[config.mk]
export PLATFORM = sky130hd
export DESIGN_NAME = cluster_acc_sequencer
export DESIGN_NICKNAME = d
export VERILOG_FILES = /design/src/rtl/cluster_acc_sequencer_pkg.sv /design/src/rtl/cluster_acc_sequencer_resp_join.sv /design/src/rtl/cluster_acc_sequencer.sv
export SDC_FILE = /design/constraint.sdc
export NUM_CORES = 1
export LEC_CHECK = 0
export BUFFER_PORTS_ARGS = -buffer_cell sky130_fd_sc_hd__buf_2
export CAP_MARGIN = 15
export CORE_AREA = 2 2 135 137
export DETAILED_ROUTE_END_ITERATION = 10
export DIE_AREA = 0 0 137 139
export GPL_TIMING_DRIVEN = 0
export SLEW_MARGIN = 20
export SYNTH_ARGS = -nofsm -noshare
export SYNTH_HDL_FRONTEND = slang
export SYNTH_SLANG_ARGS = --single-unit
[constraint.sdc]
create_clock -name clk_i -period 3.25 [get_ports clk_i]
set_input_delay 0 -clock clk_i [delete_from_list [all_inputs] [get_ports clk_i]]
set_output_delay 0 -clock clk_i [all_outputs]
set_load 0.02 [all_outputs]
[src/rtl/cluster_acc_sequencer_pkg.sv]
// Shared types and sizing helpers for the cluster accelerator sequencer.
// Rev 1.0
`default_nettype none

package cluster_acc_sequencer_pkg;

   localparam int unsigned MaxNrClusters = 16;

   typedef enum logic [0:0] {
      COLLECT = 1'b0,
      PRESENT = 1'b1
   } join_state_e;

   function automatic int unsigned cnt_width(input int unsigned max_outstanding);
      return $clog2(max_outstanding + 1);
   endfunction

endpackage

`default_nettype wire

[src/rtl/cluster_acc_sequencer_resp_join.sv]
// Joins one response per cluster into a single merged core response.
// Rev 1.0
`default_nettype none

module cluster_resp_join
   import cluster_acc_sequencer_pkg::*;
#(
   parameter int unsigned NrClusters  = 4,
   parameter int unsigned ResultWidth = 64
) (
   input  logic                              clk_i,
   input  logic                              rst_ni,
   input  logic                              active_i,
   input  logic [NrClusters-1:0]             cl_resp_valid_i,
   output logic [NrClusters-1:0]             cl_resp_ready_o,
   input  logic [NrClusters*ResultWidth-1:0] cl_resp_result_i,
   input  logic [NrClusters-1:0]             cl_resp_error_i,
   output logic                              resp_valid_o,
   input  logic                              resp_ready_i,
   output logic [ResultWidth-1:0]            resp_result_o,
   output logic                              resp_error_o,
   output logic                              present_o,
   output logic                              resp_done_o
);

   join_state_e            state_q, state_d;
   logic [NrClusters-1:0]  got_q, got_d;
   logic [NrClusters-1:0]  err_q, err_d;
   logic [NrClusters-1:0]  hs;
   logic [ResultWidth-1:0] result_q, result_d;

   always_comb begin
      state_d         = state_q;
      got_d           = got_q;
      err_d           = err_q;
      result_d        = result_q;
      hs              = '0;
      cl_resp_ready_o = '0;
      resp_valid_o    = 1'b0;
      resp_done_o     = 1'b0;
      case (state_q)
         COLLECT: begin
            // Only accept responses when an instruction is actually in flight.
            cl_resp_ready_o = {NrClusters{active_i}} & ~got_q;
            hs              = cl_resp_valid_i & cl_resp_ready_o;
            got_d           = got_q | hs;
            err_d           = (err_q & ~hs) | (cl_resp_error_i & hs);
            if (hs[0]) begin
               result_d = cl_resp_result_i[ResultWidth-1:0];
            end
            if (&got_d) begin
               state_d = PRESENT;
            end
         end
         PRESENT: begin
            resp_valid_o = 1'b1;
            if (resp_ready_i) begin
               state_d     = COLLECT;
               got_d       = '0;
               err_d       = '0;
               resp_done_o = 1'b1;
            end
         end
         default: state_d = COLLECT;
      endcase
   end

   always_ff @(posedge clk_i) begin
      if (!rst_ni) begin
         state_q  <= COLLECT;
         got_q    <= '0;
         err_q    <= '0;
         result_q <= '0;
      end else begin
         state_q  <= state_d;
         got_q    <= got_d;
         err_q    <= err_d;
         result_q <= result_d;
      end
   end

   assign resp_result_o = result_q;
   assign resp_error_o  = |err_q;
   assign present_o     = (state_q == PRESENT);

endmodule

`default_nettype wire

[src/rtl/cluster_acc_sequencer.sv]
// Forks core accelerator requests to all clusters, joins their responses, bounds in-flight count.
// Rev 1.0
`default_nettype none

module cluster_acc_sequencer
   import cluster_acc_sequencer_pkg::*;
#(
   parameter  int unsigned NrClusters     = 4,
   parameter  int unsigned ResultWidth    = 64,
   parameter  int unsigned MaxOutstanding = 8,
   localparam int unsigned CntWidth       = cnt_width(MaxOutstanding)
) (
   input  logic                              clk_i,
   input  logic                              rst_ni,
   input  logic                              req_valid_i,
   output logic                              req_ready_o,
   output logic [NrClusters-1:0]             cl_req_valid_o,
   input  logic [NrClusters-1:0]             cl_req_ready_i,
   input  logic [NrClusters-1:0]             cl_resp_valid_i,
   output logic [NrClusters-1:0]             cl_resp_ready_o,
   input  logic [NrClusters*ResultWidth-1:0] cl_resp_result_i,
   input  logic [NrClusters-1:0]             cl_resp_error_i,
   output logic                              resp_valid_o,
   input  logic                              resp_ready_i,
   output logic [ResultWidth-1:0]            resp_result_o,
   output logic                              resp_error_o,
   output logic [CntWidth-1:0]               outstanding_o,
   output logic                              busy_o
);

   if (NrClusters < 1 || NrClusters > MaxNrClusters) begin : g_bad_nr_clusters
      $error("NrClusters out of range");
   end

   logic [NrClusters-1:0] acc_mask_q, acc_mask_d;
   logic [NrClusters-1:0] done_vec;
   logic [CntWidth-1:0]   count_q, count_d;
   logic                  full;
   logic                  resp_done;
   logic                  present;

   assign full           = (count_q == CntWidth'(MaxOutstanding));
   assign cl_req_valid_o = {NrClusters{req_valid_i & ~full}} & ~acc_mask_q;
   assign done_vec       = acc_mask_q | (cl_req_ready_i & ~acc_mask_q);
   assign req_ready_o    = req_valid_i & ~full & (&done_vec);

   always_comb begin
      acc_mask_d = acc_mask_q | (cl_req_valid_o & cl_req_ready_i);
      if (req_ready_o) begin
         acc_mask_d = '0;
      end
      count_d = count_q;
      // Simultaneous fork and response leave the count untouched.
      case ({req_ready_o, resp_done})
         2'b10:   count_d = count_q + CntWidth'(1);
         2'b01:   count_d = count_q - CntWidth'(1);
         default: count_d = count_q;
      endcase
   end

   always_ff @(posedge clk_i) begin
      if (!rst_ni) begin
         acc_mask_q <= '0;
         count_q    <= '0;
      end else begin
         acc_mask_q <= acc_mask_d;
         count_q    <= count_d;
      end
   end

   cluster_resp_join #(
      .NrClusters  (NrClusters),
      .ResultWidth (ResultWidth)
   ) u_join (
      .clk_i            (clk_i),
      .rst_ni           (rst_ni),
      .active_i         (count_q != '0),
      .cl_resp_valid_i  (cl_resp_valid_i),
      .cl_resp_ready_o  (cl_resp_ready_o),
      .cl_resp_result_i (cl_resp_result_i),
      .cl_resp_error_i  (cl_resp_error_i),
      .resp_valid_o     (resp_valid_o),
      .resp_ready_i     (resp_ready_i),
      .resp_result_o    (resp_result_o),
      .resp_error_o     (resp_error_o),
      .present_o        (present),
      .resp_done_o      (resp_done)
   );

   assign outstanding_o = count_q;
   assign busy_o        = (count_q != '0) | (acc_mask_q != '0) | present;

   // Withdrawing a request after some clusters already took it would desync them.
   a_no_partial_withdraw : assert property (@(posedge clk_i) disable iff (!rst_ni)
      (acc_mask_q != '0) |-> req_valid_i);

endmodule

`default_nettype wire

---- After elaboration in Yosys (flattened, before gate mapping) ----
Cells that the tools add are included.
cells by class
  $add $sub $neg .......................... 2
  eq/ne operators ......................... 4
  multiplexer cells ....................... 11
  bitwise logic cells ..................... 21
  reductions and logical operators ........ 8
operators by type and width
  operator                                           number
  bitwise AND 4 bit                                  7
  case mux 4 bit (2 select lines)                    3
  OR 4 bit                                           4
  NOT 4 bit                                          3
  two-way mux 4 bit                                  2
  AND reduction 4 bit                                2
  nonzero test 4 bit                                 2
  two-way mux 1 bit                                  5
  adder 4 x 1 -> 4 bit (second input constant)       1
  == test 4 bit (second input constant)              1
  OR reduction 4 bit                                 1
  subtractor 4 x 1 -> 4 bit (second input constant)  1
  NOT 1 bit                                          3
  bitwise AND 1 bit                                  2
  == test 2 x 1 -> 1 bit (second input constant)     1
  == test 2 bit (second input constant)              1
  inequality test 2 bit (second input constant)      1
  OR 1 bit                                           2
  case mux 1 bit (2 select lines)                    1
  AND reduction 2 bit                                1
  nonzero test 2 bit                                 1
  OR reduction 2 bit                                 1
storage, ports and cells
  register bits after elaboration ......... 81
  bits of input ports ..................... 272

---- Depth between registers and ports, before layout ----
Gate-level depths: netlist of the first run.
  depth after elaboration ................. 7
  gate-level depth with buffers ........... 9

---- Cells and area by module ----
Synthesis of the first run repeated with hierarchy kept, for this count alone.
unflattened totals
  cells, all modules ...................... 388
  area total of the unflattened synthesis .. 3,144.3 µm²
by module, submodules not included
  module                 instances  cells an instance  area each (µm²)  seq. area each (µm²)
  cluster_resp_join      1          335                2,656.3          1,461.4
  cluster_acc_sequencer  1          53                 488.0            160.2

---- Worst setup path before layout of the first run ----
No wires, ideal clock.
  path kind ............................... reg2reg
  start point ............................. register count_q[3], in the netlist outstanding_o[3]
  end point ............................... register count_q[3], in the netlist outstanding_o[3]
  setup time .............................. 0.072 ns
  arrival ................................. 2.326 ns
  setup slack ............................. 0.853 ns
  stages on the path, launching flop included .. 9
  path buffers ............................ 0
  period minus slack after synthesis ...... 2.397 ns
  path through ............................ dfxtp_1 > or4b_1 > nand4_1 > ha_1 > ha_1 > a21o_1 > a21oi_1 > mux2i_1 > mux2i_1
on the way
  word-level cells in the longest chain between the ends .. 6
  elaborated cells on any way between the ends .. 10
ends and longest elaborated chain
  element                                                                line                         text
  start, declared                                                        cluster_acc_sequencer.sv:37  logic [CntWidth-1:0] count_q, count_d;
  start signal, assigned                                                 cluster_acc_sequencer.sv:67  count_q <= count_d;
  == test 4 bit                                                          cluster_acc_sequencer.sv:42  assign full = (count_q == CntWidth'(MaxOutstanding));
  NOT 1 bit                                                              cluster_acc_sequencer.sv:45  assign req_ready_o = req_valid_i & ~full & (&done_vec);
  bitwise AND 1 bit (2 in a row)                                         cluster_acc_sequencer.sv:45
  == test 2 x 1 -> 1 bit or == test 2 bit (tied branches)                cluster_acc_sequencer.sv:54  case ({req_ready_o, resp_done})
  case mux 4 bit (2 select lines) or nonzero test 2 bit (tied branches)  --
Several ways; a longest one is shown, not always the timed one.
A chain may end at the register's enable or synchronous reset.

---- Worst setup path after layout of the first run ----
  start point ............................. register count_q[0], in the netlist outstanding_o[0]
  end point ............................... register count_q[3], in the netlist outstanding_o[3]
The elaborated chain is that of the path after synthesis.

==> results.md, run 1 <==
* Post-DP HPWL at roughly 8500 µm
* Clk buf depth at 2
* Status: finished clean
* Setup Skew at 4.750 ps
* Post-Route M1 WL at 5601 µm
* Initial antenna violation count at 1
* Via count at 3725
* Area contributors post-synth: dfxtp_1, nand3_1, o21ai_0, nand2_1, clkbuf_1
* Least-Margin Pin Slew at approximately 630 ps
* Critical path's largest stage delay at about 590 ps
* Worst-path cell chain: or4b_1, nand4_1, ha_1, ha_1, a21o_1, a21oi_1, mux2i_1, mux2i_1
* Layout filler cell count at between 1500 and 2000
* Buf/Inv on CP at 0
* Gpl congestion at between 0.7 and 0.8
* Multi-input logic area at 1416 µm²
* Max frequency at 0.4022 GHz
* Drt drc at 0
* Largest area contributor in the netlist: dfxtp_1
* Die Area at 19040 µm²
* Final period utilization at around three quarters
* Core Area at 17660 µm²
* Row count at 49
* Min-Delay Path Class: input pin to flop
* Hold Violations, Final at 0
* Pleak at 2.412 nW
* Netlist cell types at 35
* Clock Sinks at 81
* Setup violators final at 0
* Die X at around 140 µm
* Crit path max-delay family: simple AND/OR/NAND/NOR gates
* Gr ovfl total at 0
* CP endpoint kind: flop
* Overall Global Routing Usage at 13.01%
* Register area at 1622 µm²
* Num ports at 352
* Clk slew on worst S/H paths at 60 ps
* Latest clock arrival within the worst-skew pair at 330 ps
* Via density at 4.252
* Yosys reg bits at 81
* Hold_buf cts at 77
* RSZ-0062 raised after global routing: false
* Synth Area per Inst at 8.153 µm²
* Setup CP Type: flop to flop
* First-pass GRT wire length at 19240 µm
* WL/cell at ~14 µm
* Max Slew Vio Count at 0
* Synth Cell Area at 3221 µm²
* Post-route ant nets at 0
* Startpoint Class: flop
* Post-Syn Instances at 395
* DR pass1 iterations at 4
* Final Critical Period at 2486 ps
* Peak supply drop at roughly 0.22 mV
* TritonCTS clock tree: yes
* PostCTS Resize Cnt at 0
* Ys Warns at 0
* DR WL met3 at 1043 µm
* Initial Utilization at 18.24%
* Arr. time, crit path at 2750 ps
* H-tree levels at 3
* Top Layer Used: met4
* Slew HR at between 50% and 60%
* Die height at ~140 µm
* Detail Route met2 WL at 5474 µm
* Placed Cells at 782
* Critical Path RT at around 3500 ps
* Cell Count, Final, Fillers Out at 876
* Vias in the first global route at 3677
* Final wirelength at 12390 µm
* Power Density at 464.6 nW/µm²
* Post-synth top area share at 50.35%
* Fraction of layout cells with a size suffix above 1 at 29.10%
* Sequential area share after synthesis at 50.35%
* Num CTS Buffers at 9
* CP max-delay cell: or4b_1
* Port buffer count at 158
* Initial drt markers at 147
* Setup TNS at 0 ps
* Pin count of the biggest net entering global routing at 14
* Maxcap violations at 0
* Setup Buffers After CTS at 0
* Layout area overhead at 68.18%
* Crit path max fanout at 7
* Post-Syn Nets at 671
* NumNets Final at around 900
* Root buffer cell: clkbuf_16
cells by family (layout without fill, tap and decap cells):
kind of cell             after synthesis  in the layout  synth area share, %
AO/OA/AOI/OAI                         84             84                13.75
XOR/XNOR                               2              2               0.5440
adder cells (fa/ha/maj)                4              4                1.787
buffers and inverters                 39            290                5.672
flip-flops                            81             81                50.35
multiplexers                           5              5                1.554
other                                  0              1                    0
AND/OR/NAND/NOR                      180            180                26.34
stage by stage:
| stage | area, µm² | worst slack [ps] | hold WS (ps) | utilization (%) | power [mW] |
|---|---|---|---|---|---|
| finish | 5416 | 763.6 | 72.66 | 30.68 | 2.517 |
| detailed placement | 4298 | 774.5 | 223.6 | 24.34 | 1.274 |
| global route | 5416 | 575.6 | 100.2 | 30.68 | 2.618 |
| global placement | 4298 | 775.7 | 215.8 | 24.34 | 1.273 |
| floorplan | 3221 | 852.7 | 130.4 | - | 1.162 |
| CTS | 5414 | 751.8 | 75.04 | 30.66 | 2.549 |
state kept, by name, indices dropped and copies added (netlist names):
signal                count
u_join.got_q              4
outstanding_o             4
u_join.resp_result_o     64
acc_mask_q                4
u_join.present_o          1
u_join.err_q              4
cell usage after synthesis:
library cell,count
nand2b_1,2
nand4_1,1
and2_1,4
xor2_1,1
buf_2,3
and3_1,2
buf_4,6
nor2_1,18
buf_1,1
buf_6,1
nor3_1,3
a41o_1,1
or4_1,1
clkbuf_1,18
a21o_1,1
nor2b_1,1
xnor2_1,1
nor3b_1,1
nor4_4,1
o21ai_0,66
o22a_1,2
a22oi_1,1
mux2i_1,5
clkbuf_2,2
or4b_1,1
inv_1,8
nor4b_4,1
ha_1,3
dfxtp_1,81
a32o_1,1
a21oi_1,12
nand3_1,68
fa_1,1
nand2_1,75
or4_4,1
worst min-delay path: stages:
cell and delay [ps]:
buf_2 190, nand2b_1 100, mux2i_1 60
power breakdown:
group	switching (mW)	internal, mW	leakage, nW
clock	0.422	0.771	0.166
combinational	0.151	0.143	1.59
sequential	0.0150	1.01	0.654
routing by layer:
metal  GRT usage [%]  up-vias
li1                -     1843
met5               0        -
met4           5.100        0
met3           4.167       21
met1           16.67     1720
met2           20.16      141
layout by cell type (no fill, tap or decap), types with 2 or more instances in the layout:
cell type      netlist  final
buf_2                3    161
dfxtp_1             81     81
dlygate4sd3_1        0     77
nand2_1             75     75
nand3_1             68     68
o21ai_0             66     66
clkbuf_1            18     19
nor2_1              18     18
a21oi_1             12     12
clkbuf_16            0      9
inv_1                8      8
buf_4                6      6
mux2i_1              5      5
and2_1               4      4
nor3_1               3      3
ha_1                 3      3
bufinv_16            0      3
nand2b_1             2      2
o22a_1               2      2
clkbuf_2             2      2
and3_1               2      2
final timing paths:
path	cells after the start	slack (ps)	start	endpoint
min	3	70	rst_ni	outstanding_o[3]
max	8	760	outstanding_o[0]	outstanding_o[3]
max reg2reg	8	760	outstanding_o[0]	outstanding_o[3]
min reg2reg	2	460	u_join.resp_result_o[30]	u_join.resp_result_o[30]
area by class of cell:
class	count	share of cell area, %
Timing Repair Buffer	235	28.83
Tap cell	229	5.290
Sequential cell	81	29.94
Buffer	31	2.818
Multi-Input combinational cell	275	26.15
Antenna cell	1	0.04620
Clock inverter	5	1.894
Inverter	8	0.5544
Clock buffer	11	4.481
Power figures use the tool's default switching activity.
==> inputs of run 2 (changes only) <==
Clock period 3.25 ns to 2.05 ns, I/O delays scaled along.
==> run 2 against run 1 <==
Against the previous run:
- the flow now finishes with violations (negative setup slack)
- utilization rose by 0.72 points
- sequential cell count is the same
- die area is the same
- hold slack worse by 11 ps
- non-clock buffer count increased by 6
- combinational power increased by 61%
- critical path depth did not move
- final area increased by 2.3%
- fmax up 13%
- highest routed layer is now met5
- sequential share of layout area down 0.41 points
- largest cell class unchanged
==> results.md, run 2 (same netlist as run 1, synthesis figures left out) <==
* Status: finished, violations left
* Failing checks: negative setup slack
* Via density at 4.283 (+0.71%)
* Clk buf depth at 2 (unchanged)
* Setup violators final at 3 (+3)
* Initial antenna violation count at 1 (unchanged)
* Pleak at 2.474 nW (+2.6%)
* Arr. time, crit path at 2470 ps (-280 ps)
* WL/cell at 14.43 µm (+2.0%)
* DR pass1 iterations at 4 (unchanged)
* Total power at 4.145 mW (+65%)
* Initial drt markers at 183 (+24%)
* RSZ-0062 raised after global routing: true
* Latest clock arrival within the worst-skew pair at 340 ps (about the same)
* Fraction of layout cells with a size suffix above 1 at 31.44% (+2.3 points)
* Final Critical Period at 2209 ps (-277.4 ps)
* Hold Violations, Final at 0 (unchanged)
* Row count at 49 (unchanged)
* Commonest non-fill, non-tap cell in the layout: buf_2
* TritonCTS clock tree: yes
* Initial Utilization at 18.24% (unchanged)
* Power Density at 747.8 nW/µm² (+61%)
* Gpl congestion at 0.7537 (-3.0%)
* Clk slew on worst S/H paths at 60 ps (about the same)
* Root buffer cell: clkbuf_16
* Final wirelength at 12710 µm (+2.6%)
* Critical path's largest stage delay at 540 ps (-50 ps)
* Setup TNS at -279.7 ps (-279.7 ps)
* Final WS setup at -159.0 ps (-922.6 ps)
* Least-Margin Pin Slew at 611.5 ps (-21.58 ps)
* Overall Global Routing Usage at 13.34% (+0.33 points)
* Critical Path RT at 2320 ps (-1190 ps)
* NumNets Final at 923 (+0.65%)
* Num CTS Buffers at 9 (unchanged)
* Die height at 139 µm (unchanged)
* Slew HR at 59.24% (+1.4 points)
* Gr ovfl total at 0 (unchanged)
* Max Slew Vio Count at 0 (unchanged)
* Diode count at 0 (-1)
* Layout area overhead at 72.11%
* Setup CP Type: flop to flop
* Post-DP HPWL at 8602 µm (+1.6%)
* Clock Sinks at 81 (unchanged)
* Via count at 3773 (+1.3%)
* Peak supply drop at 0.3587 mV (+64%)
* Fin Hold WS at 61.89 ps (-10.77 ps)
* Min-Delay Path Class: input pin to flop
* CP endpoint kind: flop
* Post-route ant nets at 0 (unchanged)
* Max frequency at 0.4527 GHz (+13%)
* Startpoint Class: flop
* Die X at 137 µm (unchanged)
* H-tree levels at 3 (unchanged)
* Worst-path cell chain: or4b_4, nand4_1, ha_4, ha_4, a21o_1, a21oi_2, mux2i_1, mux2i_1
* Core Area at 17660 µm² (unchanged)
* Crit path max fanout at 4 (-3)
* Commonest cells after routing, fill and taps aside: buf_2, dfxtp_1, dlygate4sd3_1
* Vias in the first global route at 3688 (+0.30%)
* Num ports at 352 (unchanged)
* Die Area at 19040 µm² (unchanged)
* Setup Skew at 5.558 ps (+0.8074 ps)
* First-pass GRT wire length at 19470 µm (+1.2%)
* Pin count of the biggest net entering global routing at 14 (unchanged)
* Final period utilization at 107.8% (+31 points)
* CP max-delay cell: or4b_4
* Maxcap violations at 0 (unchanged)
* Max reg flops at 64 (unchanged)
* Drt drc at 0 (unchanged)
* Port buffer count at 158 (unchanged)
## run 2: changes by cell type in the layout (fill, tap and decap cells not counted), moves of 2 or more
| cell | before | now |
|---|---|---|
| clkbuf_1 | 19 | 17 |
| ha_1 | 3 | 1 |
| dfxtp_1 | 81 | 77 |
| dfxtp_4 | 0 | 4 |
| ha_4 | 0 | 2 |
| buf_4 | 6 | 12 |
## run 2: metrics by stage
step | cell area [µm²] | worst slack (ps) | cells | utilization (%)
after floorplan | 3258 | -147.2 | 395 | -
final | 5543 | -159.0 | 881 | 31.39
after global placement | 4335 | -281.4 | 782 | 24.55
after CTS | 5527 | -203.1 | 879 | 31.30
after global routing | 5543 | -296.6 | 881 | 31.39
after detailed placement | 4335 | -281.2 | 782 | 24.55
## run 2: per-layer routing
layer  part of all wire (%)  up-vias  global-route usage, %
met5                   0.10        -                      0
met4                    3.2        2                  6.945
met3                    7.4       34                  4.167
met2                     45      136                  20.53
met1                     44     1748                  16.57
li1                       -     1853                      -
## run 2: final timing paths
| check | slack [ps] | cells after the start | endpoint | from |
|---|---|---|---|---|
| worst max-delay path | -160 | 8 | outstanding_o[3] | outstanding_o[2] |
| worst min-delay path | 60 | 3 | outstanding_o[3] | rst_ni |
| worst max register to register | -160 | 8 | outstanding_o[3] | outstanding_o[2] |
| worst min register to register | 460 | 2 | u_join.resp_result_o[34] | u_join.resp_result_o[34] |
## run 2: worst max-delay path: cells and delay by family, from the launching register on
kind / cells / cell delay [ps]
fa+ha+maj: 2 / 380
compound gates: 2 / 280
mux: 2 / 420
simple gates: 2 / 710
flops: 1 / 350
## run 2: what timing repair did
item | 4_1_cts | 5_1_grt
hold buffers | 77 | 0
gates resized for setup | 3 | 2
endpoints found under the hold margin | 76 | 0
endpoints found under the setup margin | 3 | 9
setup buffers | 4 | 2
pin swaps | 2 | 3
## run 2: area by class of cell
| cell class | instances | area, µm² |
|---|---|---|
| inverter | 8 | 30.03 |
| clock buffer | 11 | 252.7 |
| sequential | 81 | 1637 |
| timing repair buffer | 241 | 1607 |
| buffer | 31 | 153.9 |
| fill | 1863 | 12110 |
| clock inverter | 5 | 125.1 |
| tap | 229 | 286.5 |
| multi-input combinational | 275 | 1451 |
## run 2: report_power, final
group / leakage [nW] / switching (mW) / internal [mW]
clock network: 0.186 / 0.665 / 1.38
logic: 1.63 / 0.243 / 0.230
registers: 0.658 / 0.0237 / 1.60
==> inputs of run 3 (changes only) <==
Settings changed: CORE_AREA 2 2 135 137 to 2 2 137 139, DIE_AREA 0 0 137 139 to 0 0 139 141, SYNTH_HIERARCHICAL set to 1.
==> run 3 against run 2 <==
Against the previous run:
- the run still ends with negative setup slack left
- largest cell class unchanged
- final cell count fell by 0.11%
- non-clock buffer count fell by 6
- clock power fell by 25%
- critical path depth rose by 1
- power fell by 13%
- sequential share of layout area rose by 0.70 points
- synthesized area fell by 2.4%
- setup slack got worse by 43 ps
- fmax fell by 1.9%
- count of clock-buffer cells in the layout fell by 1
- via count fell by 7.2%
==> results.md, run 3 <==
* Status: finished, violations left
* Failing checks: negative setup slack
* Slack of the worst reg-to-reg path at -200 ps (-40 ps)
* Overall Global Routing Usage at 11.82% (-1.5 points)
* TritonCTS clock tree: yes
* Die X at 139 µm (+1.5%)
* CP endpoint kind: flop
* Num ports at 352 (unchanged)
* Post-Syn Nets at 663 (-1.2%)
* Total power at 3.622 mW (-13%)
* Latest clock arrival within the worst-skew pair at 350 ps (about the same)
* Fraction of layout cells with a size suffix above 1 at 34.83% (+3.4 points)
* Most common cell in the netlist: nand2_1
* Max frequency at 0.4440 GHz (-1.9%)
* Via density at 3.980 (-7.1%)
* Sequential area share after synthesis at 51.57% (+1.2 points)
* Commonest non-fill, non-tap cell in the layout: buf_2
* RSZ-0062 raised after global routing: true
* Initial Utilization at 17.21% (-1.0 points)
* Hold Violations, Final at 0 (unchanged)
* Post-route ant nets at 0 (unchanged)
* Largest area contributor in the netlist: dfxtp_1
* Top_reg_cell synth: dfxtp_1
* Final wirelength at 11880 µm (-6.5%)
* Crit path max fanout at 2 (-2)
* Clk slew on worst S/H paths at 70 ps (about the same)
* Die Area at 19600 µm² (+2.9%)
* Final Critical Period at 2252 ps (+43.33 ps)
* Netlist cell types at 38 (+8.6%)
* Diode count at 0 (unchanged)
* Max Slew Vio Count at 0 (unchanged)
* Yosys reg bits at 81 (unchanged)
* Maxcap violations at 0 (unchanged)
* Comb pwr share at 12.8% (+1.4 points)
* Synth Area per Inst at 8.104 µm² (-0.61%)
* Cell Count, Final, Fillers Out at 880 (-0.11%)
* Num CTS Buffers at 9 (unchanged)
* Critical Path RT at 2310 ps (about the same)
* Ys Warns at 6 (+6)
* Switch share at 25.50% (+3.0 points)
* Row count at 50 (+2.0%)
* Min-Delay Path Class: input pin to flop
* Dpl cell area at 4264 µm² (-1.6%)
* Setup violators final at 2 (-1)
* Arr. time, crit path at 2520 ps (+50 ps)
* WL/cell at 13.50 µm (-6.4%)
* Initial drt markers at 94 (-49%)
* Setup CP Type: flop to flop
* Fin Hold WS at 4.571 ps (-57.32 ps)
* Largest family of logic cells by synthesized area: simple AND/OR/NAND/NOR gates
* Clock Sinks at 81 (unchanged)
* Final core area utilization at 29.73% (-1.7 points)
* Worst setup path endpoint: outstanding_o[2]
* Mux contribution to synthesized area at 0.9550% (-0.60 points)
* Drt drc at 0 (unchanged)
* First-pass GRT wire length at 17890 µm (-8.1%)
* Post-Syn Instances at 388 (-1.8%)
* Area contributors post-synth: dfxtp_1, nand2_1, a21oi_1, nor2_1, buf_2
* Commonest cells after routing, fill and taps aside: buf_2, nand2_1, dlygate4sd3_1
* Least-Margin Pin Slew at 588.1 ps (-23.31 ps)
* Setup Skew at 12.09 ps (+6.537 ps)
* Port buffer count at 159 (+0.63%)
* H-tree levels at 3 (unchanged)
* Final WS setup at -202.4 ps (-43.33 ps)
* Int Pwr at 2.699 mW (-16%)
* EDFF count, synth at 0 (unchanged)
* Clk buf depth at 2 (unchanged)
* Async set-reset flop share out of synthesis at 0% (unchanged)
* Vias in the first global route at 3454 (-6.3%)
* Via count at 3502 (-7.2%)
* Peak supply drop at 0.4025 mV (+12%)
* R2R depth at 9 (+1)
* Gr ovfl total at 0 (unchanged)
* FF-to-FF Start: outstanding_o[0]
* Placed Cells at 781 (-0.13%)
* Seq pwr share at 45.0% (+5.7 points)
* Root buffer cell: clkbuf_16
* Switch Pwr at 923.6 µW (-0.93%)
* Startpoint Class: flop
* DR pass1 iterations at 4 (unchanged)
* Die height at 141 µm (+1.4%)
* NumNets Final at 916 (-0.76%)
* Pin count of the biggest net entering global routing at 15 (+1)
* Worst slack at placement at -235.9 ps (+45.34 ps)
* Core Area at 18270 µm² (+3.5%)
* Synth top cells by count: nand2_1, dfxtp_1, a21oi_1, nor2_1, buf_2
* Layout area overhead at 72.74%
* Clock power frac at 42.2% (-7.1 points)
* Gpl congestion at 0.8025 (+6.5%)
* Setup TNS at -241.8 ps (+37.93 ps)
* Initial antenna violation count at 1 (unchanged)
* Slew HR at 60.79% (+1.6 points)
* Post-DP HPWL at 8138 µm (-5.4%)
* Power Density at 666.9 nW/µm² (-11%)
* Max reg flops at 64 (unchanged)
* Pleak at 2.396 nW (-3.2%)
* Xor/xnor cell area share of the yosys netlist at 0.8357% (+0.29 points)
* CP Launch Point: outstanding_o[0]
* Post-synthesis compound-gate area fraction at 15.36% (+1.6 points)
* Design area at 5431 µm² (-2.0%)
* Final period utilization at 109.9% (+2.1 points)
* Post-Synth Simple-Gate Area at 25.51% (-0.83 points)
* Adder-cell share of the synthesized area at 1.194% (-0.59 points)
* Synth Cell Area at 3144 µm² (-2.4%)
* Worst reg2reg endpoint: outstanding_o[2]
* Post-synth top area share at 51.57% (+1.2 points)
## run 3: cell count changes after synthesis, moves of 3 or more
| cell | previous run | this run |
|---|---|---|
| buf_2 | 3 | 10 |
| o21ai_0 | 66 | 4 |
| a21oi_1 | 12 | 72 |
| inv_1 | 8 | 5 |
| nand2_1 | 75 | 135 |
| clkbuf_1 | 18 | 7 |
| nor4bb_1 | 0 | 4 |
| a21oi_2 | 0 | 4 |
| nand3_1 | 68 | 1 |
## run 3: worst min-delay path by stage
stage | start | slack, ps | cells past startpoint | to
3_3_place_gp | cl_resp_result_i[32] | 240 | 3 | u_join/resp_result_o[32]
5_1_grt | rst_ni | 30 | 2 | outstanding_o[0]
2_1_floorplan | rst_ni | 120 | 1 | outstanding_o[0]
6_report | rst_ni | 5 | 3 | outstanding_o[3]
4_1_cts | rst_ni | 2 | 3 | outstanding_o[3]
3_5_place_dp | cl_resp_result_i[63] | 250 | 3 | u_join/resp_result_o[63]
## run 3: critical path, cell delays in order, from the launching register on
cell and delay [ps]:
dfxtp_4 340, or4b_4 570, nand4_4 120, ha_4 150, xor2_1 150, ha_2 200, a21oi_2 40, xor2_1 140
or3_1 310, a21boi_1 160
## run 3: layer usage
metal,vias up,global-route usage [%],routed length [µm]
met2,125,17.29,4923
met3,15,7.133,1499
met5,-,0,0
met4,0,4.519,213
met1,1571,14.15,5241
li1,1791,-,-
## run 3: final cells by class
class                      instances  area, µm²
tap                              234      292.8
clock buffer                      10      239.0
inverter                           5      18.77
fill                            1947      12840
sequential                        81       1642
buffer                            24      146.4
multi-input combinational        278       1441
clock inverter                     6      43.79
timing repair buffer             242       1608
## run 3: cell families after synthesis
group | count (synthesis)
flops | 81
xor+xnor | 3
mux | 3
fa+ha+maj | 3
compound gates | 88
buf+inv | 29
simple gates | 181
## run 3: what timing repair did
action                                  in CTS  in global routing
endpoints found under the setup margin       7                 52
setup buffers                                5                  4
resized for setup                            7                 19
pin swaps                                    5                  8
hold endpoints to repair                    73                  0
hold buffers                                74                  0
## run 3: power groups by stage
stage | combinational, mW | clock [mW] | sequential [mW]
after global routing | 0.509 | 1.67 | 1.63
after CTS | 0.460 | 1.61 | 1.63
after global placement | 0.340 | 0 | 1.67
after detailed placement | 0.340 | 0 | 1.67
after floorplan | 0.145 | 0 | 1.69
final | 0.465 | 1.53 | 1.63
